<file path="src/rtl/hazard_stall_ctrl.sv">
// hazard_stall_ctrl: load-use / MUL-DIV stall and branch-flush control.
// Stall counter built only when HAZARD_PERF_CNT_EN is defined.
module hazard_stall_ctrl #(
  parameter int ADDR_WIDTH = 5,
  parameter int MD_LATENCY = 32,
  parameter int CNT_WIDTH  = 16
) (
  input  logic                  clk,
  input  logic                  reset,
  input  logic [ADDR_WIDTH-1:0] id_rs_addr,
  input  logic [ADDR_WIDTH-1:0] id_rt_addr,
  input  logic                  id_use_rs,
  input  logic                  id_use_rt,
  input  logic                  id_use_hilo,
  input  logic                  ex_mem_read,
  input  logic [ADDR_WIDTH-1:0] ex_rd_addr,
  input  logic                  ex_branch_tk,
  input  logic                  md_start,
  output logic                  pc_en,
  output logic                  ifid_en,
  output logic                  ifid_flush,
  output logic                  idex_flush,
  output logic                  md_busy,
  output logic                  md_done,
  output logic [CNT_WIDTH-1:0]  stall_count
);

  typedef enum logic [1:0] {
    IDLE,
    BUSY,
    DONE
  } md_state_t;

  // BUSY runs cnt down to 0, so load two less than the total latency
  localparam logic [7:0] CNT_LOAD =
    (MD_LATENCY > 1) ? 8'(MD_LATENCY - 2) : 8'd0;

  md_state_t  state;
  md_state_t  state_nx;
  logic [7:0] cnt;
  logic [7:0] cnt_nx;

  logic rs_hit;
  logic rt_hit;
  logic lu;
  logic mdh;
  logic hazard;
  logic stall;
  logic flush;

  always_ff @(posedge clk) begin
    if (reset) begin
      state <= IDLE;
      cnt   <= '0;
    end else begin
      state <= state_nx;
      cnt   <= cnt_nx;
    end
  end

  always_comb begin
    state_nx = state;
    cnt_nx   = cnt;
    md_busy  = 1'b0;
    md_done  = 1'b0;
    unique case (state)
      IDLE: begin
        if (md_start) begin
          if (MD_LATENCY == 1) begin
            state_nx = DONE;
          end else begin
            state_nx = BUSY;
            cnt_nx   = CNT_LOAD;
          end
        end
      end
      BUSY: begin
        md_busy = 1'b1;
        if (cnt == 8'd0) begin
          state_nx = DONE;
        end else begin
          cnt_nx = cnt - 8'd1;
        end
      end
      DONE: begin
        md_busy  = 1'b1;
        md_done  = 1'b1;
        state_nx = IDLE;
      end
      default: begin
        state_nx = IDLE;
      end
    endcase
  end

  // $0 is hard-wired, so a load targeting it never creates a hazard
  assign rs_hit = id_use_rs & (id_rs_addr == ex_rd_addr);
  assign rt_hit = id_use_rt & (id_rt_addr == ex_rd_addr);
  assign lu     = ex_mem_read & (ex_rd_addr != '0) & (rs_hit | rt_hit);
  assign mdh    = id_use_hilo & md_busy;
  assign hazard = lu | mdh;

  always_comb begin
    flush = 1'b0;
    stall = 1'b0;
    unique case (1'b1)
      ex_branch_tk: begin
        flush = 1'b1;
      end
      (!ex_branch_tk && hazard): begin
        stall = 1'b1;
      end
      default: begin
      end
    endcase
  end

  assign pc_en      = ~stall;
  assign ifid_en    = ~stall;
  assign ifid_flush = flush;
  assign idex_flush = flush | stall;

`ifdef HAZARD_PERF_CNT_EN
  logic [CNT_WIDTH-1:0] stall_q;

  always_ff @(posedge clk) begin
    if (reset) begin
      stall_q <= '0;
    end else if (stall && !(&stall_q)) begin
      stall_q <= stall_q + CNT_WIDTH'(1);
    end
  end

  assign stall_count = stall_q;
`else
  assign stall_count = '0;
`endif

endmodule

</file>
<file path="config.mk">
export PLATFORM = sky130hd
export DESIGN_NAME = hazard_stall_ctrl
export DESIGN_NICKNAME = d
export VERILOG_FILES = /design/src/rtl/hazard_stall_ctrl.sv
export SDC_FILE = /design/constraint.sdc
export NUM_CORES = 1
export LEC_CHECK = 0
export ABC_CLOCK_PERIOD_IN_PS = 1800
export CAP_MARGIN = 5
export CELL_PAD_IN_SITES_DETAIL_PLACEMENT = 1
export CELL_PAD_IN_SITES_GLOBAL_PLACEMENT = 1
export CORE_MARGIN = 4
export CORE_UTILIZATION = 26
export DETAILED_ROUTE_END_ITERATION = 10
export MAX_ROUTING_LAYER = met4
export PLACE_DENSITY = 0.79
export REMOVE_ABC_BUFFERS = 1
export SLEW_MARGIN = 20
export SYNTH_ARGS = -nofsm -noshare
export SYNTH_HDL_FRONTEND = slang
export SYNTH_SLANG_ARGS = --single-unit
</file>
<file path="constraint.sdc">
create_clock -name clk -period 1.8 [get_ports clk]
set_input_delay 0.18 -clock clk [delete_from_list [all_inputs] [get_ports clk]]
set_output_delay 0.18 -clock clk [all_outputs]
set_load 0.02 [all_outputs]
</file>
======== Word level (Yosys, flattened, before mapping) ========
Cells that the tools add are included.
operators by class
  multiplexer cells ....................... 10
  bitwise operators ....................... 9
  equality and inequality tests ........... 7
  reduce and logical (&&, ||, !) cells .... 9
  add/sub/neg operators ................... 1
operators with widths
  operator                                                             number
  8-bit two-way mux                                                    2
  8-bit one-hot mux with 2 select lines                                1
  5-bit == test                                                        2
  8-bit logical NOT                                                    1
  8-bit by 1-bit subtractor with 8-bit output (second input constant)  1
  2-bit inequality test (second input constant)                        3
  1-bit AND                                                            5
  5-bit nonzero test                                                   1
  1-bit two-way mux                                                    4
  2-bit two-way mux                                                    2
  2-bit one-hot mux with 2 select lines                                1
  1-bit bitwise OR                                                     3
  3-bit AND reduction                                                  1
  2-bit by 1-bit == test with 1-bit output (second input constant)     1
  2-bit == test (second input constant)                                1
  2-bit logical NOT                                                    1
  2-bit AND reduction                                                  1
  2-bit nonzero test                                                   1
  2-bit OR reduction                                                   1
  1-bit logical AND                                                    1
  1-bit logical NOT                                                    1
  1-bit NOT                                                            1
word-level totals
  flip-flop bits (word level) ............. 10
  output and inout bits ................... 22

======== Longest topological paths before layout ========
Gate-level depths: netlist of run 1.
  depth in word-level cells ............... 8
  gate-level depth with buffers ........... 6

======== Worst setup path after synthesis of run 1 ========
No wires, ideal clock.
  path kind ............................... register -> output
  start point ............................. register state[0]
  end point ............................... output port pc_en
  stages on the path, launching flop included .. 6
  data required time ...................... 1.620 ns
  path buffers ............................ 1
  slack ................................... 0.018 ns
  data arrival time ....................... 1.602 ns
  cells stage by stage .................... dfxtp_1 > inv_1 > ha_1 > and3_1 > a31oi_1 > buf_4
between the ends
  word-level cells in the longest chain between the ends .. 8
  elaborated cells on any way between the ends .. 9
  classes of those cells .................. eq/ne (2); mux (2); bitwise (3); reduce/logical (2)
ends and longest elaborated chain
  element                                                                           RTL line  RTL
  from (decl)                                                                       38        md_state_t state;
  from (signal assigned)                                                            56        state <= state_nx;
  2-bit by 1-bit == test with 1-bit output / 2-bit == test (equally long branches)  66        unique case (state)
  2-bit OR reduction (no line) (*)                                                  -
  1-bit two-way mux (*)                                                             66
  named net md_busy                                                                 23        output logic md_busy,
  1-bit AND (*)                                                                     100       assign mdh = id_use_hilo & md_busy;
  1-bit bitwise OR (*)                                                              101       assign hazard = lu | mdh;
  1-bit logical AND (*)                                                             110       (!ex_branch_tk && hazard): begin
  1-bit two-way mux (*)                                                             106       unique case (1'b1)
  1-bit NOT (*)                                                                     -
  to (decl)                                                                         19        output logic pc_en,
The timed path passes the listed nets; every way through them passes the cells marked *.

======== Final worst setup path of run 1 ========
  start point ............................. input port ex_rd_addr[0]
  end point ............................... output port idex_flush
between the ends
  word-level cells in the longest chain between the ends .. 8
  elaborated cells on any way between the ends .. 12
  classes of those cells .................. eq/ne (2); mux (1); bitwise (7); reduce/logical (2)
ends and longest elaborated chain
  element                                  RTL line  RTL
  from (decl)                              16        input logic [ADDR_WIDTH-1:0] ex_rd_addr,
  5-bit == test, on equally long branches  97, 98
  1-bit AND, on equally long branches      97, 98
  1-bit bitwise OR                         99        assign lu = ex_mem_read & (ex_rd_addr != '0) & (rs_hit | rt_hit);
  1-bit AND (*)                            99
  1-bit bitwise OR (*)                     101
  1-bit logical AND (*)                    110
  1-bit two-way mux (*)                    106
  1-bit bitwise OR (*)                     121       assign idex_flush = flush | stall;
  to (decl)                                22        output logic idex_flush,
Mark *: on every way between the ends. The rest lies on a longest branch, timed or not.

==> flow_metrics.py, run 1 <==
metrics = {
    "global_routing": {
        "antenna_found_initial": 0,
        "grt_pass1_vias": 1029,
        "grtUsageTotal": 0.127,
        "grt_max_degree": 8,
        "grt_pass1_wl_mm": 4.39,
        "grt_overflow": 0,
    },
    "floorplanning": {
        "row_count": 21,
        "fp.dieW_um": 68.0,
        "start_util": 0.274,
        "die_area_mm2": 0.00462,
        "core_mm2": 0.00342,
        "die_height_um": 68.0,
        "num_io_pins": 45,
    },
    "synthesis": {
        "syn_area_um2": 935,
        "ys_dominant_reg_cell": "dfxtp_1",
        "synth_area_per_cell_um2": 8.65,
        "synthArstFlopShare": 0,
        "synth_edf_count": 0,
        "netlist-cell-type-count": 41,
        "ys_seq_area_frac": 0.214,
        "ys_warn_count": 0,
        "ys_seq_elements": 10,
        "syn_inst": 108,
    },
    "setup_path": {
        "r2r-start": "cnt[5]$_SDFFE_PP0P_",
        "cp_max_fo": 2,
        "crit_type": "input port to primary output",
        "startpoint": "ex_rd_addr[0]",
        "required_ns": 1.62,
        "r2r_end": "cnt[5]$_SDFFE_PP0P_",
        "reg2regPathDepth": 4,
        "rrSetupSlack_ns": 0.07,
        "arrival_ns": 1.57,
        "end_kind": "primary output",
        "startpoint_type": "input port",
    },
    "clock_network": {
        "cts.sink_count": 10,
        "cts_root_buf": "clkbuf_4",
        "cts_tree": "built",
        "cts_post_setup_buffers_inserted": 0,
        "cts-buffers-inserted": 3,
        "htree_levels": 1,
        "worstSkewPairLatency_ns": 0.28,
        "clk_path_buf_depth": 2,
        "path_clk_slew_ns": 0.07,
    },
    "placement": {
        "dp_hpwl_mm": 2.33,
        "port_buffers": 28,
        "gp_congestion": 0.807,
        "dp_slack_ns": -0.610,
    },
    "sta": {
        "fin_crit_ns": 1.75,
        "fmax_ghz": 0.573,
        "final.period_utilization": 0.970,
        "drv_slew": 0,
        "hold_viol_final": 0,
        "timing.hold.ws_ns": 0.498,
        "setup_slack_ns": 0.0539,
        "clock_skew_ns": 0.00129,
        "final-setup-viol-count": 0,
    },
    "route": {
        "routed_via_density": 4.63,
        "first_pass_iters": 3,
        "wl_mm": 2.79,
        "avgRoutedWirePerCell_um": 14.0,
        "ant_nets": 0,
        "drc_errors": 0,
        "drtIter0Drc": 42,
        "num_vias": 921,
    },
    "worst_hold_path": {
        "hold_class": "register to register",
        "whs_path_depth": 2,
        "min_from": "cnt[0]$_SDFFE_PP0P_",
        "hold_end": "cnt[0]$_SDFFE_PP0P_",
    },
    "status": {
        "status": "completed",
    },
    "power": {
        "p_per_area_mw_per_mm2": 1420,
        "total_power_uw": 2020,
        "p_leak_uw": 0.000575,
        "peakVddDrop_uv": 447,
    },
    "cells_and_area": {
        "multi_input_area_um2": 697,
        "insertedDiodeCount": 0,
        "seqCellArea_um2": 201,
        "fill_cells": 401,
        "drive_gt1_frac": 0.288,
        "fin_nets": 183,
        "areaGrowthSynthToFinish_pct": 52.7,
    },
    "run": {
        "maxCapViolCount": 0,
    },
}
-- worst max-delay path by stage --
stage / end / slack, ns / cells past startpoint
2_1_floorplan: ifid_en / 0.006 / 4
3_3_place_gp: idex_flush / -0.55 / 5
3_5_place_dp: pc_en / -0.61 / 5
4_1_cts: pc_en / -0.02 / 5
5_1_grt: cnt[5]$_SDFFE_PP0P_ / -0.0005 / 7
6_report: idex_flush / 0.05 / 5
-- synth_stat cells (all sizes together) (3+ instances only) --
master | count | share of area
or4 | 4 | 0.036
nand4 | 3 | 0.020
nor4 | 3 | 0.027
nor2 | 4 | 0.016
ha | 6 | 0.080
a21oi | 3 | 0.016
nor3 | 4 | 0.021
dfxtp | 10 | 0.21
inv | 6 | 0.024
nand2 | 4 | 0.016
a31oi | 3 | 0.020
xnor2 | 10 | 0.094
buf | 20 | 0.17
-- registers in the layout, summed over array words and instances, names as in the netlist --
signal,cells
cnt,8
state,2
-- critical path, cell delays in order --
cell and delay (ns):
dlygate4sd2_1 0.24, or4_1 0.48, o21a_1 0.20, a221o_1 0.33
buf_6 0.14
-- logic make-up after synthesis --
group / share of synthesized area
adders and majority gates: 0.0803
xor gates and xnor gates: 0.112
buffers and inverters: 0.197
other: 0.00401
muxes: 0.0120
and+or+nand+nor: 0.202
DFF: 0.214
AOI/OAI and AO/OA: 0.178
-- metal layers --
metal | wire [µm] | GRT usage
met5 | 0 | -
met4 | 42 | 0.0496
met3 | 188 | 0.0263
met2 | 1480 | 0.239
met1 | 1070 | 0.127
-- cells in the final DEF, fill, tap and decap left out, types with 2 or more instances in the layout --
cell type,n
buf_4,21
nand2_1,4
dfxtp_1,9
xnor2_1,10
clkdlybuf4s50_1,19
nor3_1,3
inv_1,5
o31ai_1,2
clkbuf_4,3
xor2_1,2
nor2_1,4
or4_1,3
nand4_1,3
a21oi_1,3
conb_1,16
ha_4,2
a31oi_1,2
ha_1,4
or2_2,2
dlygate4sd2_1,3
nor4_1,2
-- cell type report --
cell class | count | share of cell area
Multi-Input combinational cell | 86 | 0.488
Clock buffer | 4 | 0.0254
Inverter | 6 | 0.0158
Sequential cell | 10 | 0.141
Timing Repair Buffer | 47 | 0.289
Tap cell | 46 | 0.0403
-- timing repair --
action,in CTS,in global routing
setup endpoints to repair,8,8
pin swaps,5,4
resized for setup,24,17
hold buffers,0,0
-- power by group --
part / switching (µW) / internal [µW] / leakage, µW
Combinational: 733 / 676 / 0.000471
Clock: 90.2 / 123 / 0.0000210
Sequential: 88.0 / 311 / 0.0000826
Total: 911 / 1110 / 0.000575
-- per-stage QoR --
stage,util,cells,TNS (ns),cell area [µm²]
floorplan,-,102,0,830
global placement,0.384,195,-1.61,1310
detailed placement,0.384,195,-1.88,1310
CTS,0.396,199,-0.0387,1350
global route,0.418,199,-0.000544,1430
finish,0.418,199,0,1430
(Power assumes the default switching activity.)
==> inputs of run 2 (changes only) <==
--- a/config.mk
+++ b/config.mk
@@ -15,6 +15,7 @@
 export MAX_ROUTING_LAYER = met4
 export PLACE_DENSITY = 0.79
 export REMOVE_ABC_BUFFERS = 1
+export SKIP_LAST_GASP = 1
 export SLEW_MARGIN = 20
 export SYNTH_ARGS = -nofsm -noshare
 export SYNTH_HDL_FRONTEND = slang
==> run 2 against run 1 <==
Compared with the run above: sequential power barely moved; largest power group unchanged; worst hold slack better by 0.0011 ns; wire length increased by 0.22%; flip-flop and latch count is the same; final cell count is the same; clock skew rose by 0.0011 ns; clock power barely moved; maximum frequency did not move; setup slack is the same.
==> flow_metrics.py, run 2 (synthesis gave the netlist of run 1 again) <==
metrics = {
    "status": {
        "status": "completed",
    },
    "setup_path": {
        "crit_chain": "dlygate4sd2_1 > or4_1 > o21a_1 > a221o_1 > buf_6",
        "crit_type": "input port to primary output",
        "cpMaxStageDelayCell": "or4_1",
        "slowest_delay_ns": 0.48,
        "cp_max_fo": 2,
        "end_kind": "primary output",
        "arrival_ns": 1.57,
        "required_ns": 1.62,
        "startpoint_type": "input port",
    },
    "clock_network": {
        "cts_root_buf": "clkbuf_4",
        "cts_tree": "built",
        "worstSkewPairLatency_ns": 0.28,
        "clk_path_buf_depth": 2,
        "cts-buffers-inserted": 3,
        "cts.sink_count": 10,
        "htree_levels": 1,
        "path_clk_slew_ns": 0.07,
        "hold_buffers": 0,
    },
    "global_routing": {
        "antenna_found_initial": 0,
        "grt_util_met3": 0.0263,
        "use_met2": 0.239,
        "grt_pass1_wl_mm": 4.39,
        "top_usage_layer": "met2",
        "grt_max_degree": 8,
        "grtUsageTotal": 0.127,
        "grt_overflow": 0,
        "use_met1": 0.127,
        "grt_pass1_vias": 1029,
    },
    "cells_and_area": {
        "fin_area_mm2": 0.00142,
        "insertedDiodeCount": 0,
        "top_register": "cnt",
        "layout_commonest_cell": "buf_4",
        "layout_common_cells": "21 x buf_4, 19 x clkdlybuf4s50_1, 16 x conb_1, 10 x xnor2_1, 9 x dfxtp_1",
        "final_cell_count_no_fill": 199,
        "largest_reg_flops": 8,
        "fin_nets": 183,
        "areaGrowthSynthToFinish_pct": 51.9,
        "drive_gt1_frac": 0.288,
        "reg.largest.list": "cnt (8), state (2)",
    },
    "route": {
        "avgRoutedWirePerCell_um": 14.0,
        "routed_via_density": 4.61,
        "drc_errors": 0,
        "ant_nets": 0,
        "first_pass_iters": 4,
        "drtIter0Drc": 28,
        "wl_mm": 2.79,
        "num_vias": 918,
    },
    "sta": {
        "fmax_ghz": 0.573,
        "final.period_utilization": 0.970,
        "rsz0062_at_grt": "true",
        "fin_crit_ns": 1.75,
        "final-setup-viol-count": 0,
        "drv_slew": 0,
        "clock_skew_ns": 0.00240,
        "setup_slack_ns": 0.0539,
        "hold_viol_final": 0,
    },
    "power": {
        "p_per_area_mw_per_mm2": 1410,
        "p_leak_uw": 0.000574,
        "peakVddDrop_uv": 445,
    },
    "run": {
        "maxCapViolCount": 0,
    },
    "floorplanning": {
        "num_io_pins": 45,
        "row_count": 21,
        "fp.dieW_um": 68.0,
        "start_util": 0.274,
        "die_height_um": 68.0,
        "core_mm2": 0.00342,
        "die_area_mm2": 0.00462,
    },
    "worst_hold_path": {
        "hold_class": "register to register",
    },
    "placement": {
        "dpl.cell_count": 195,
        "place_area_mm2": 0.00131,
        "dp_slack_ns": -0.610,
        "dp_hpwl_mm": 2.33,
        "gp_congestion": 0.807,
        "port_buffers": 28,
    },
}
==> run 2: worst paths after layout <==
kind                                             to  slack [ns]  cells after the start                 from
worst max-delay path                     idex_flush        0.05                      5        ex_rd_addr[0]
worst min-delay path            cnt[0]$_SDFFE_PP0P_        0.50                      2  cnt[0]$_SDFFE_PP0P_
worst max register to register  cnt[5]$_SDFFE_PP0P_        0.09                      4  cnt[5]$_SDFFE_PP0P_
worst min register to register  cnt[0]$_SDFFE_PP0P_        0.50                      2  cnt[0]$_SDFFE_PP0P_
==> run 2: power breakdown <==
part	internal (µW)	switching [µW]
clock	123	88.8
sequential	311	88.5
combinational	668	717
==> run 2: cell type report <==
class / instances / area (µm²)
inverter: 6 / 22.5
clock buffer: 4 / 36.3
fill: 400 / 2000
tap: 46 / 57.6
sequential: 10 / 201
multi-input combinational: 86 / 689
timing repair buffer: 47 / 413
==> run 2: worst max-delay path, delay by kind of cell <==
kind	cells	cell delay, ns
buffers and inverters	2	0.38
AND/OR/NAND/NOR	1	0.48
AO/OA/AOI/OAI	2	0.53
==> run 2: repair_timing <==
item | 4_1_cts | 5_1_grt
setup buffers | 0 | 0
endpoints found under the setup margin | 8 | 8
gates resized for setup | 24 | 16
pin swaps | 5 | 4
==> run 2: stage by stage <==
step                total power [µW]  hold slack (ns)  setup TNS [ns]  utilization
finish                          2000            0.499               0        0.416
global route                    2160            0.550        -0.00894        0.416
CTS                             1880            0.502         -0.0387        0.396
detailed placement              1630            0.492           -1.88        0.384
global placement                1530            0.459           -1.61        0.384
floorplan                       1100            0.249               0            -
==> run 2: layer usage <==
layer | vias up | wire [µm]
li1 | 442 | -
met1 | 433 | 1070
met2 | 40 | 1490
met3 | 3 | 192
met4 | 0 | 34
met5 | - | 0
